`config.mk`:
```
export PLATFORM = sky130hd
export DESIGN_NAME = ascon_ctrl_fsm
export DESIGN_NICKNAME = d
export VERILOG_FILES = /design/src/rtl/ascon_pack.sv /design/src/rtl/ascon_ctrl_fsm_round_counter.sv /design/src/rtl/ascon_ctrl_fsm.sv
export SDC_FILE = /design/constraint.sdc
export NUM_CORES = 1
export LEC_CHECK = 0
export CAP_MARGIN = 0
export CORE_MARGIN = 10
export CORE_UTILIZATION = 48
export DETAILED_ROUTE_END_ITERATION = 8
export PLACE_DENSITY = 0.78
export SLEW_MARGIN = 10
export SYNTH_ARGS = -nofsm -noshare
export SYNTH_HDL_FRONTEND = slang
export SYNTH_SLANG_ARGS = --single-unit
```
`constraint.sdc`:
```
create_clock -name clock_i -period 3.8 [get_ports clock_i]
set_input_delay 0.95 -clock clock_i [delete_from_list [all_inputs] [get_ports clock_i]]
set_output_delay 0.95 -clock clock_i [all_outputs]
set_load 0.02 [all_outputs]
```
`src/rtl/ascon_pack.sv`:
```
// ascon_pack
// Shared definitions for the Ascon-128 sequencing controller.
//   type_ctrl_state : controller state encoding
//   ROUND_A_FIRST   : first round of the 12-round permutation p^a
//   ROUND_B_FIRST   : first round of the 6-round permutation p^b
//   ROUND_LAST      : last round index of either permutation
//   isLastRound     : true when a round index is the final one
package ascon_pack;

  typedef enum logic [2:0] {
    IDLE,
    INIT,
    WAIT_AD,
    AD,
    WAIT_PT,
    PT,
    FINAL,
    DONE
  } type_ctrl_state;

  localparam logic [3:0] ROUND_A_FIRST = 4'd0;
  localparam logic [3:0] ROUND_B_FIRST = 4'd6;
  localparam logic [3:0] ROUND_LAST    = 4'd11;

  // Both permutation flavours end on the same round index, so one test
  // serves every state that runs rounds.
  function automatic logic isLastRound(input logic [3:0] rnd);
    return rnd == ROUND_LAST;
  endfunction

endpackage

```
`src/rtl/ascon_ctrl_fsm_round_counter.sv`:
```
// round_counter
// 4-bit loadable round counter used by the Ascon controller.
//   clock_i     : system clock, rising edge
//   reset_i     : asynchronous active-high reset, clears the count
//   load_i      : load loadValue_i on the next edge (has priority)
//   loadValue_i : value to load
//   countEn_i   : increment on the next edge when not loading
//   rnd_o       : current round index
module round_counter
  import ascon_pack::*;
(
  input  logic       clock_i,
  input  logic       reset_i,
  input  logic       load_i,
  input  logic [3:0] loadValue_i,
  input  logic       countEn_i,
  output logic [3:0] rnd_o
);

  logic [3:0] rnd_q;
  logic [3:0] rnd_d;

  // Load wins over counting so a state change can place the counter at the
  // first round of the next permutation in the same edge it leaves the last.
  always_comb begin
    rnd_d = rnd_q;
    if (load_i) begin
      rnd_d = loadValue_i;
    end else if (countEn_i) begin
      rnd_d = rnd_q + 4'd1;
    end
  end

  // Round register; reset returns it to the first round of p^a.
  always_ff @(posedge clock_i or posedge reset_i) begin
    if (reset_i) begin
      rnd_q <= ROUND_A_FIRST;
    end else begin
      rnd_q <= rnd_d;
    end
  end

  assign rnd_o = rnd_q;

endmodule

```
`src/rtl/ascon_ctrl_fsm.sv`:
```
// ascon_ctrl_fsm
// Sequencing controller for the Ascon-128 datapath: walks initialization,
// one associated-data block, NB_BLOCKS plaintext blocks and finalization,
// driving the permutation one round per cycle.
//   clock_i, reset_i  : clock (rising edge) and async active-high reset
//   start_i           : begin a message (honoured in IDLE or DONE only)
//   data_valid_i      : host offers the next AD/PT block
//   data_ready_o      : controller accepts a block this cycle
//   round_o           : round constant index to the permutation
//   selectionp_o      : 0 = load external initial state, 1 = feed back
//   enable_o          : state register enable
//   en_xor_data_b_o   : XOR data at permutation input
//   en_xor_key_b_o    : XOR key at permutation input
//   en_xor_key_e_o    : XOR key at permutation output
//   en_xor_lsb_e_o    : domain-separation XOR at permutation output
//   en_cipher_o       : capture cipher block
//   en_tag_o          : capture tag
//   block_o           : index of the current PT block
//   done_o            : message complete
module ascon_ctrl_fsm
  import ascon_pack::*;
#(
  parameter int NB_BLOCKS = 4
) (
  input  logic       clock_i,
  input  logic       reset_i,
  input  logic       start_i,
  input  logic       data_valid_i,
  output logic       data_ready_o,
  output logic [3:0] round_o,
  output logic       selectionp_o,
  output logic       enable_o,
  output logic       en_xor_data_b_o,
  output logic       en_xor_key_b_o,
  output logic       en_xor_key_e_o,
  output logic       en_xor_lsb_e_o,
  output logic       en_cipher_o,
  output logic       en_tag_o,
  output logic [3:0] block_o,
  output logic       done_o
);

  localparam logic [3:0] LAST_BLOCK = 4'(NB_BLOCKS - 1);

  type_ctrl_state state_q;
  type_ctrl_state state_d;
  logic [3:0]     blk_q;
  logic [3:0]     blk_d;

  logic [3:0] rnd;
  logic       rndLoad;
  logic [3:0] rndLoadValue;
  logic       rndCountEn;
  logic       lastRound;

  round_counter uRoundCounter (
    .clock_i     (clock_i),
    .reset_i     (reset_i),
    .load_i      (rndLoad),
    .loadValue_i (rndLoadValue),
    .countEn_i   (rndCountEn),
    .rnd_o       (rnd)
  );

  assign lastRound = isLastRound(rnd);

  // State and block-index registers. Reset abandons any message in flight.
  always_ff @(posedge clock_i or posedge reset_i) begin
    if (reset_i) begin
      state_q <= IDLE;
      blk_q   <= '0;
    end else begin
      state_q <= state_d;
      blk_q   <= blk_d;
    end
  end

  // Next-state logic. Every exit into a waiting or terminal state reloads
  // the round counter with zero, so round_o already reads 0 there; exits
  // into a permutation load that permutation's first round.
  always_comb begin
    state_d      = state_q;
    blk_d        = blk_q;
    rndLoad      = 1'b0;
    rndLoadValue = ROUND_A_FIRST;
    rndCountEn   = 1'b0;
    case (state_q)
      IDLE, DONE: begin
        if (start_i) begin
          state_d = INIT;
          blk_d   = '0;
          rndLoad = 1'b1;
        end
      end
      INIT: begin
        if (lastRound) begin
          state_d = WAIT_AD;
          rndLoad = 1'b1;
        end else begin
          rndCountEn = 1'b1;
        end
      end
      WAIT_AD: begin
        if (data_valid_i) begin
          state_d      = AD;
          rndLoad      = 1'b1;
          rndLoadValue = ROUND_B_FIRST;
        end
      end
      AD: begin
        if (lastRound) begin
          state_d = WAIT_PT;
          rndLoad = 1'b1;
        end else begin
          rndCountEn = 1'b1;
        end
      end
      WAIT_PT: begin
        if (data_valid_i) begin
          rndLoad = 1'b1;
          if (blk_q < LAST_BLOCK) begin
            state_d      = PT;
            rndLoadValue = ROUND_B_FIRST;
          end else begin
            state_d = FINAL;
          end
        end
      end
      PT: begin
        if (lastRound) begin
          state_d = WAIT_PT;
          blk_d   = blk_q + 4'd1;
          rndLoad = 1'b1;
        end else begin
          rndCountEn = 1'b1;
        end
      end
      FINAL: begin
        if (lastRound) begin
          state_d = DONE;
          rndLoad = 1'b1;
        end else begin
          rndCountEn = 1'b1;
        end
      end
      default: begin
        state_d = IDLE;
        rndLoad = 1'b1;
      end
    endcase
  end

  // Moore output decode of (state, round). The last PT block is absorbed by
  // FINAL, which is why FINAL round 0 also fires the data XOR and cipher
  // capture together with the key XOR at the permutation input.
  always_comb begin
    data_ready_o    = 1'b0;
    round_o         = '0;
    selectionp_o    = 1'b0;
    enable_o        = 1'b0;
    en_xor_data_b_o = 1'b0;
    en_xor_key_b_o  = 1'b0;
    en_xor_key_e_o  = 1'b0;
    en_xor_lsb_e_o  = 1'b0;
    en_cipher_o     = 1'b0;
    en_tag_o        = 1'b0;
    done_o          = 1'b0;
    block_o         = blk_q;
    case (state_q)
      INIT: begin
        round_o        = rnd;
        enable_o       = 1'b1;
        selectionp_o   = (rnd != ROUND_A_FIRST);
        en_xor_key_e_o = lastRound;
      end
      WAIT_AD, WAIT_PT: begin
        data_ready_o = 1'b1;
      end
      AD: begin
        round_o         = rnd;
        enable_o        = 1'b1;
        selectionp_o    = 1'b1;
        en_xor_data_b_o = (rnd == ROUND_B_FIRST);
        en_xor_lsb_e_o  = lastRound;
      end
      PT: begin
        round_o         = rnd;
        enable_o        = 1'b1;
        selectionp_o    = 1'b1;
        en_xor_data_b_o = (rnd == ROUND_B_FIRST);
        en_cipher_o     = (rnd == ROUND_B_FIRST);
      end
      FINAL: begin
        round_o         = rnd;
        enable_o        = 1'b1;
        selectionp_o    = 1'b1;
        en_xor_data_b_o = (rnd == ROUND_A_FIRST);
        en_xor_key_b_o  = (rnd == ROUND_A_FIRST);
        en_cipher_o     = (rnd == ROUND_A_FIRST);
        en_xor_key_e_o  = lastRound;
        en_tag_o        = lastRound;
      end
      DONE: begin
        done_o = 1'b1;
      end
      default: begin
      end
    endcase
  end

endmodule

```
==> implementation parameters, run 1 <==
Parameter                              Value

Route
  Met3 routed wirelength ... 133 microns
  Initial drt markers ... 48
  Drt pass-1 iters ... 4
  Final Routed Wirelength ... 2.26 mm
  Residual DRC ... 0
  DRT antenna net count ... 0
  DR top layer ... met4
  Post-DR wirelength/cell ... 14.7 microns
  Total via count in the routed design ... 877
  Drt via density ... 5.73
  Detail Route met2 WL ... 1.08 mm
  Met1 Wirelength ... 989 microns

Finish
  Antenna Diode Count ... 0
  Net count reported at finish ... 137
  Final core utilization ... 64.4%
  Non-filler instance count after layout ... 153
  Signed area change from the synthesized netlist to the final layout ... 24.7%
  Filler instances ... 164
  Ratio of cells with drive above 1 in the final layout ... 7.81%

Clock tree
  Cts hold-fix bufs ... 0
  Max H-tree Level ... 1
  Clock latency at the later pin of the worst-skew pair ... 260 ps
  Clock-pin slew on the worst setup and hold paths ... 70 ps
  Maximum buffer depth of the clock tree ... 2
  Clk sinks ... 11
  Total CTS buffers ... 3
  Post-CTS setup buffer count ... 0
  TritonCTS clock tree ... done
  Root Buffer ... sky130_fd_sc_hd__clkbuf_4
  Number of gates resized after cts ... 0

STA
  RSZ-0062 raised after global routing ... false
  Period minus WS final ... 3280 ps
  Worst hold slack ... 528 ps
  Setup WS post-layout ... 524 ps
  Endpoints failing setup ... 0
  Fraction of the cycle the final worst path needs ... 86.2%
  Post-Route Skew ... 4.89 ps
  Relative slew margins ... 63.0%
  Slew at the pin closest to its max-slew limit ... 554 ps
  Peak Freq ... 305 MHz
  Final number of hold-violating endpoints ... 0
  Max-slew violations ... 0
  Post-route setup TNS ... 0 ps

Outcome
  Status ... completed

Power
  Part of the total power dissipated in the clock network ... 8.3%
  Static leakage power ... 0.485 nW
  Switching share of total power ... 48.0%
  Sequential Power Share ... 28.8%
  Pwr per Cell Area ... 825 mW/mm^2
  Comb power frac ... 62.9%
  Cell Int Power ... 0.000487 W
  Switching power ... 0.000450 W
  Peak ir drop on the vdd network ... 0.368 mV

Floorplanning
  Initial cell density of the core ... 51.6%
  Boundary pin count ... 22
  Area of the die ... 0.00404 sq mm
  Number of rows created at floorplan ... 15
  Die height ... 63.6 microns
  Area of the placeable core ... 0.00176 sq mm
  Chip width ... 63.6 microns

Critical path
  WS Path Type ... flop to output pin
  Required arrival time at the worst endpoint ... 2850 ps
  Nature of the critical path endpoint ... output pin
  R2R depth ... 5
  Data arrival time of the critical path ... 2330 ps
  CP max FO ... 20
  Category of the worst setup path launch point ... flop

Place
  Sum of net half-perimeters after detailed placement ... 1.78 mm
  Count of input and output buffers ... 21
  Cells after DPL ... 149
  GP Congestion ... 0.771
  Placement Setup Slack ... 809 ps

Synthesis
  Summed instance area of the synthesized netlist ... 911 sq um
  Number of storage elements in the synthesis netlist ... 11
  Ranking of synthesized cells by area ... sky130_fd_sc_hd__dfrtp_1 (30%), sky130_fd_sc_hd__nor2_1 (5.8%), sky130_fd_sc_hd__ha_1 (5.5%), sky130_fd_sc_hd__a21oi_1 (4.4%), sky130_fd_sc_hd__o21ai_0 (2.7%)
  Synth Instances ... 111
  Number of nets produced by synthesis ... 119
  Share of synthesized area occupied by flip-flops and latches ... 30.2%
  Biggest area consumer among synthesized cells ... sky130_fd_sc_hd__dfrtp_1
  Warnings from Yosys ... 0
  Post-Synthesis Mean Instance Area ... 8.21 sq um
  Synth top area share ... 30.2%
  Distinct cell type count after synthesis ... 42

GRT
  All-Layer GR Usage ... 11.6%
  Number of antenna violations at the first check in global routing ... 0
  Overflow left after global routing ... 0
  Number of global-route vias before repair ... 859
  Wire length of the first global-routing pass ... 3.91 mm
  Largest net degree at the start of global routing ... 21

Min path
  Type of the worst min-delay path ... flop to flop
  Worst hold path cell count ... 1

Job
  Max-capacitance violation count ... 0
-- metal layers --
metal,vias to the layer above,track usage (%)
li1,430,-
met1,413,13.0
met2,28,19.3
met3,6,3.53
met4,0,5.19
met5,-,0
-- power by group through the flow --
| stage | clock, W | sequential, W | combinational (W) |
|---|---|---|---|
| after floorplan | 0 | 0.000217 | 0.000445 |
| after global placement | 0 | 0.000266 | 0.000577 |
| after detailed placement | 0 | 0.000269 | 0.000590 |
| after CTS | 0.0000819 | 0.000266 | 0.000593 |
| after global routing | 0.0000868 | 0.000282 | 0.000650 |
| final | 0.0000776 | 0.000270 | 0.000590 |
-- cells in the mapped netlist --
master,number
sky130_fd_sc_hd__nand4b_1,1
sky130_fd_sc_hd__a211oi_1,1
sky130_fd_sc_hd__o211ai_1,2
sky130_fd_sc_hd__o221ai_1,2
sky130_fd_sc_hd__o21a_1,3
sky130_fd_sc_hd__a22o_1,1
sky130_fd_sc_hd__and3_1,3
sky130_fd_sc_hd__ha_1,4
sky130_fd_sc_hd__o31a_1,2
sky130_fd_sc_hd__nand2_1,5
sky130_fd_sc_hd__o31ai_1,2
sky130_fd_sc_hd__and4_1,1
sky130_fd_sc_hd__and2_1,2
sky130_fd_sc_hd__o211a_1,1
sky130_fd_sc_hd__nor3b_1,1
sky130_fd_sc_hd__mux2_2,1
sky130_fd_sc_hd__buf_4,1
sky130_fd_sc_hd__o21ai_0,5
sky130_fd_sc_hd__a31oi_1,1
sky130_fd_sc_hd__and3b_4,1
sky130_fd_sc_hd__xor2_1,2
sky130_fd_sc_hd__nor2b_1,1
sky130_fd_sc_hd__buf_6,1
sky130_fd_sc_hd__nor2_1,14
sky130_fd_sc_hd__clkbuf_1,3
sky130_fd_sc_hd__o21ba_2,1
sky130_fd_sc_hd__and3b_1,1
sky130_fd_sc_hd__mux2i_1,2
sky130_fd_sc_hd__or3b_2,1
sky130_fd_sc_hd__dfrtp_1,11
sky130_fd_sc_hd__or2_2,2
sky130_fd_sc_hd__nand3b_1,1
sky130_fd_sc_hd__a2bb2oi_1,1
sky130_fd_sc_hd__xnor2_1,2
sky130_fd_sc_hd__nand4_1,2
sky130_fd_sc_hd__a32oi_1,1
sky130_fd_sc_hd__buf_2,4
sky130_fd_sc_hd__inv_1,6
sky130_fd_sc_hd__or4_1,1
sky130_fd_sc_hd__a21oi_1,8
sky130_fd_sc_hd__nand3_1,2
sky130_fd_sc_hd__nor3_1,4
-- per-stage QoR --
| step | area, sq um | total power (W) |
|---|---|---|
| 2_1_floorplan | 911 | 0.000663 |
| 3_3_place_gp | 1110 | 0.000842 |
| 3_5_place_dp | 1110 | 0.000859 |
| 4_1_cts | 1140 | 0.000941 |
| 5_1_grt | 1140 | 0.00102 |
| 6_report | 1140 | 0.000937 |
-- layout make-up --
class	instances	area (sq um)	area share (%)
multi-input cells	85	563	49.6
inverters	6	22.5	1.98
clock buffers	4	26.3	2.31
flip-flops and latches	11	275	24.2
well taps	25	31.3	2.75
repair buffers	22	218	19.2
-- sequential cells by signal (all words and copies together) (netlist names) --
signal / cells
uRoundCounter.rnd_o: 4
state_q: 3
block_o: 4
-- path summary, 6_finish.rpt --
| path | start | endpoint | slack [ps] |
|---|---|---|---|
| min | uRoundCounter.rnd_o[0] | uRoundCounter.rnd_o[0] | 530 |
| max in group asynchronous | reset_i | block_o[0] | 2540 |
| min in group asynchronous | reset_i | block_o[1] | 970 |
| max | state_q[1] | round_o[2] | 520 |
| min reg2reg | uRoundCounter.rnd_o[0] | uRoundCounter.rnd_o[0] | 530 |
| max reg2reg | state_q[0] | uRoundCounter.rnd_o[3] | 1900 |
-- critical path, cell delays in order, from the launching register on --
cell and delay (ps):
sky130_fd_sc_hd__dfrtp_1 580, sky130_fd_sc_hd__and3_1 300, sky130_fd_sc_hd__or2_2 330, sky130_fd_sc_hd__inv_1 110
sky130_fd_sc_hd__and2_1 140, sky130_fd_sc_hd__clkdlybuf4s50_1 600
-- cells by family (layout without fill, tap and decap cells) --
kind of cell             Yosys count  in the layout  synth area share, %
XOR/XNOR                           4              4                 3.85
flip-flops                        11             11                 30.2
AO/OA/AOI/OAI                     31             31                 23.4
adder cells (fa/ha/maj)            4              4                 5.49
AND/OR/NAND/NOR                   43             43                 25.7
buffers and inverters             15             32                 7.97
multiplexers                       3              3                 3.43
-- placed cells by master, fill, tap and decap left out, types with 2 or more instances in the layout --
cell | synthesis | layout
sky130_fd_sc_hd__and2_1 | 2 | 2
sky130_fd_sc_hd__mux2i_1 | 2 | 2
sky130_fd_sc_hd__nor2_1 | 14 | 14
sky130_fd_sc_hd__dfrtp_1 | 11 | 11
sky130_fd_sc_hd__nor3_1 | 4 | 4
sky130_fd_sc_hd__o31a_1 | 2 | 2
sky130_fd_sc_hd__o21a_1 | 3 | 3
sky130_fd_sc_hd__and3_1 | 3 | 3
sky130_fd_sc_hd__clkbuf_4 | 0 | 3
sky130_fd_sc_hd__o31ai_1 | 2 | 2
sky130_fd_sc_hd__a21oi_1 | 8 | 8
sky130_fd_sc_hd__o21ai_0 | 5 | 5
sky130_fd_sc_hd__nand3_1 | 2 | 2
sky130_fd_sc_hd__nand4_1 | 2 | 2
sky130_fd_sc_hd__inv_1 | 6 | 6
sky130_fd_sc_hd__or2_2 | 2 | 2
sky130_fd_sc_hd__xnor2_1 | 2 | 2
sky130_fd_sc_hd__nand2_1 | 5 | 5
sky130_fd_sc_hd__clkdlybuf4s50_1 | 0 | 21
sky130_fd_sc_hd__o221ai_1 | 2 | 2
sky130_fd_sc_hd__ha_1 | 4 | 4
sky130_fd_sc_hd__xor2_1 | 2 | 2
sky130_fd_sc_hd__o211ai_1 | 2 | 2
(Power assumes the default switching activity.)
==> inputs of run 2 (changes only) <==
HOLD_SLACK_MARGIN = 0.12   (was not set)
==> results of run 2 <==
Same layout as run 1: the final DEF is identical, and so are final timing and power.
==> inputs of run 3 (changes only) <==
CORE_MARGIN = not set   (was 10)
==> implementation parameters, run 3 (synthesis gave the netlist of run 1 again) <==
Parameter                              Value

STA
  RSZ-0062 raised after global routing ... false
  Post-Route Skew ... 5.56 ps
  Fraction of the cycle the final worst path needs ... 86.1%
  Worst hold slack ... 539 ps
  Final number of hold-violating endpoints ... 0
  Max-slew violations ... 0
  Setup WS post-layout ... 527 ps
  Relative slew margins ... 61.1%
  Slew at the pin closest to its max-slew limit ... 583 ps
  Period minus WS final ... 3270 ps
  Endpoints failing setup ... 0
  Post-route setup TNS ... 0 ps
  Peak Freq ... 306 MHz

Place
  GP Congestion ... 0.761
  Placement Setup Slack ... 831 ps
  Sum of net half-perimeters after detailed placement ... 1.59 mm
  Count of input and output buffers ... 21

Floorplanning
  Initial cell density of the core ... 52.2%
  Boundary pin count ... 22
  Area of the die ... 0.00208 sq mm
  Chip width ... 45.6 microns
  Number of rows created at floorplan ... 15
  Die height ... 45.6 microns
  Area of the placeable core ... 0.00175 sq mm

Finish
  Final core utilization ... 65.1%
  Leading cell types in the layout, fill and taps excluded ... sky130_fd_sc_hd__clkdlybuf4s50_1 (21), sky130_fd_sc_hd__nor2_1 (14), sky130_fd_sc_hd__dfrtp_1 (11), sky130_fd_sc_hd__a21oi_1 (8), sky130_fd_sc_hd__inv_1 (6)
  Ratio of cells with drive above 1 in the final layout ... 7.81%
  Net count reported at finish ... 137
  Signed area change from the synthesized netlist to the final layout ... 24.7%
  Most common cell after layout, fill and taps aside ... sky130_fd_sc_hd__clkdlybuf4s50_1
  Antenna Diode Count ... 0

Route
  Met3 routed wirelength ... 106 microns
  Initial drt markers ... 14
  Total via count in the routed design ... 897
  Drt pass-1 iters ... 4
  Met1 Wirelength ... 904 microns
  Drt via density ... 5.86
  Detail Route met2 WL ... 1.07 mm
  Residual DRC ... 0
  DR top layer ... met4
  Final Routed Wirelength ... 2.10 mm
  Post-DR wirelength/cell ... 13.7 microns
  DRT antenna net count ... 0

Min path
  Worst hold path cell count ... 1
  Terminating pin of the worst hold path ... uRoundCounter.rnd_o[0]
  Type of the worst min-delay path ... flop to flop
  Hold_sp ... uRoundCounter.rnd_o[0]

Clock tree
  Clk sinks ... 11
  Clock latency at the later pin of the worst-skew pair ... 270 ps
  Clock-pin slew on the worst setup and hold paths ... 70 ps
  Max H-tree Level ... 1
  Total CTS buffers ... 3
  Cts hold-fix bufs ... 0
  Number of gates resized after cts ... 0
  Root Buffer ... sky130_fd_sc_hd__clkbuf_4
  Maximum buffer depth of the clock tree ... 2
  TritonCTS clock tree ... done
  Post-CTS setup buffer count ... 0

Critical path
  Nature of the critical path endpoint ... output pin
  Category of the worst setup path launch point ... flop
  Required arrival time at the worst endpoint ... 2850 ps
  Data arrival time of the critical path ... 2320 ps
  Reg-to-Reg Start ... state_q[1]
  R2R depth ... 4
  CP max FO ... 20
  WS Path Type ... flop to output pin
  Flop-to-flop setup slack ... 1950 ps
  R2r endpoint ... uRoundCounter.rnd_o[2]

Power
  Power after layout ... 0.000934 W
  Peak ir drop on the vdd network ... 0.425 mV
  Pwr per Cell Area ... 822 mW/mm^2
  Static leakage power ... 0.485 nW

GRT
  Number of global-route vias before repair ... 778
  Wire length of the first global-routing pass ... 3.45 mm
  Overflow left after global routing ... 0
  Largest net degree at the start of global routing ... 21
  Number of antenna violations at the first check in global routing ... 0
  All-Layer GR Usage ... 22.9%

Job
  Max-capacitance violation count ... 0

Outcome
  Status ... completed
run 3: cell counts in the layout (fill, tap and decap cells not counted):
No cell type changed its count.
run 3: critical path: stages (launching register included):
cell and delay (ps):
sky130_fd_sc_hd__dfrtp_1 590, sky130_fd_sc_hd__and3_1 300, sky130_fd_sc_hd__or2_2 330, sky130_fd_sc_hd__inv_1 110, sky130_fd_sc_hd__and2_1 130, sky130_fd_sc_hd__clkdlybuf4s50_1 590
run 3: cell type report:
class                   count  area (sq um)
inverters                   6          22.5
well taps                  25          31.3
flip-flops and latches     11           275
repair buffers             22           218
fillers                   150           609
multi-input cells          85           563
clock buffers               4          26.3
run 3: metal layers:
| metal | track usage (%) | vias up |
|---|---|---|
| met4 | 9.09 | 0 |
| met5 | 0 | - |
| met2 | 40.9 | 34 |
| met1 | 26.9 | 428 |
| li1 | - | 433 |
| met3 | 3.57 | 2 |
run 3: power breakdown:
part,switching (W),internal (W),leakage [nW],total (W)
registers,0.000102,0.000166,0.139,0.000268
logic,0.000305,0.000281,0.331,0.000586
clock network,0.0000394,0.0000406,0.0150,0.0000800
total,0.000446,0.000488,0.485,0.000934
run 3: per-stage QoR:
stage | cell area (sq um) | std cells
2_1_floorplan | 911 | 111
3_3_place_gp | 1110 | 149
3_5_place_dp | 1110 | 149
4_1_cts | 1140 | 153
5_1_grt | 1140 | 153
6_report | 1140 | 153
run 3: worst max path at each step:
stage	startpoint	end	slack [ps]	cells past startpoint
final	state_q[1]	round_o[3]	530	5
after global routing	state_q[1]	round_o[3]	400	5
after detailed placement	state_q[1]	round_o[3]	830	5
after global placement	state_q[1]	round_o[3]	870	5
after CTS	state_q[1]	round_o[3]	540	5
after floorplan	state_q[1]	round_o[2]	1260	5
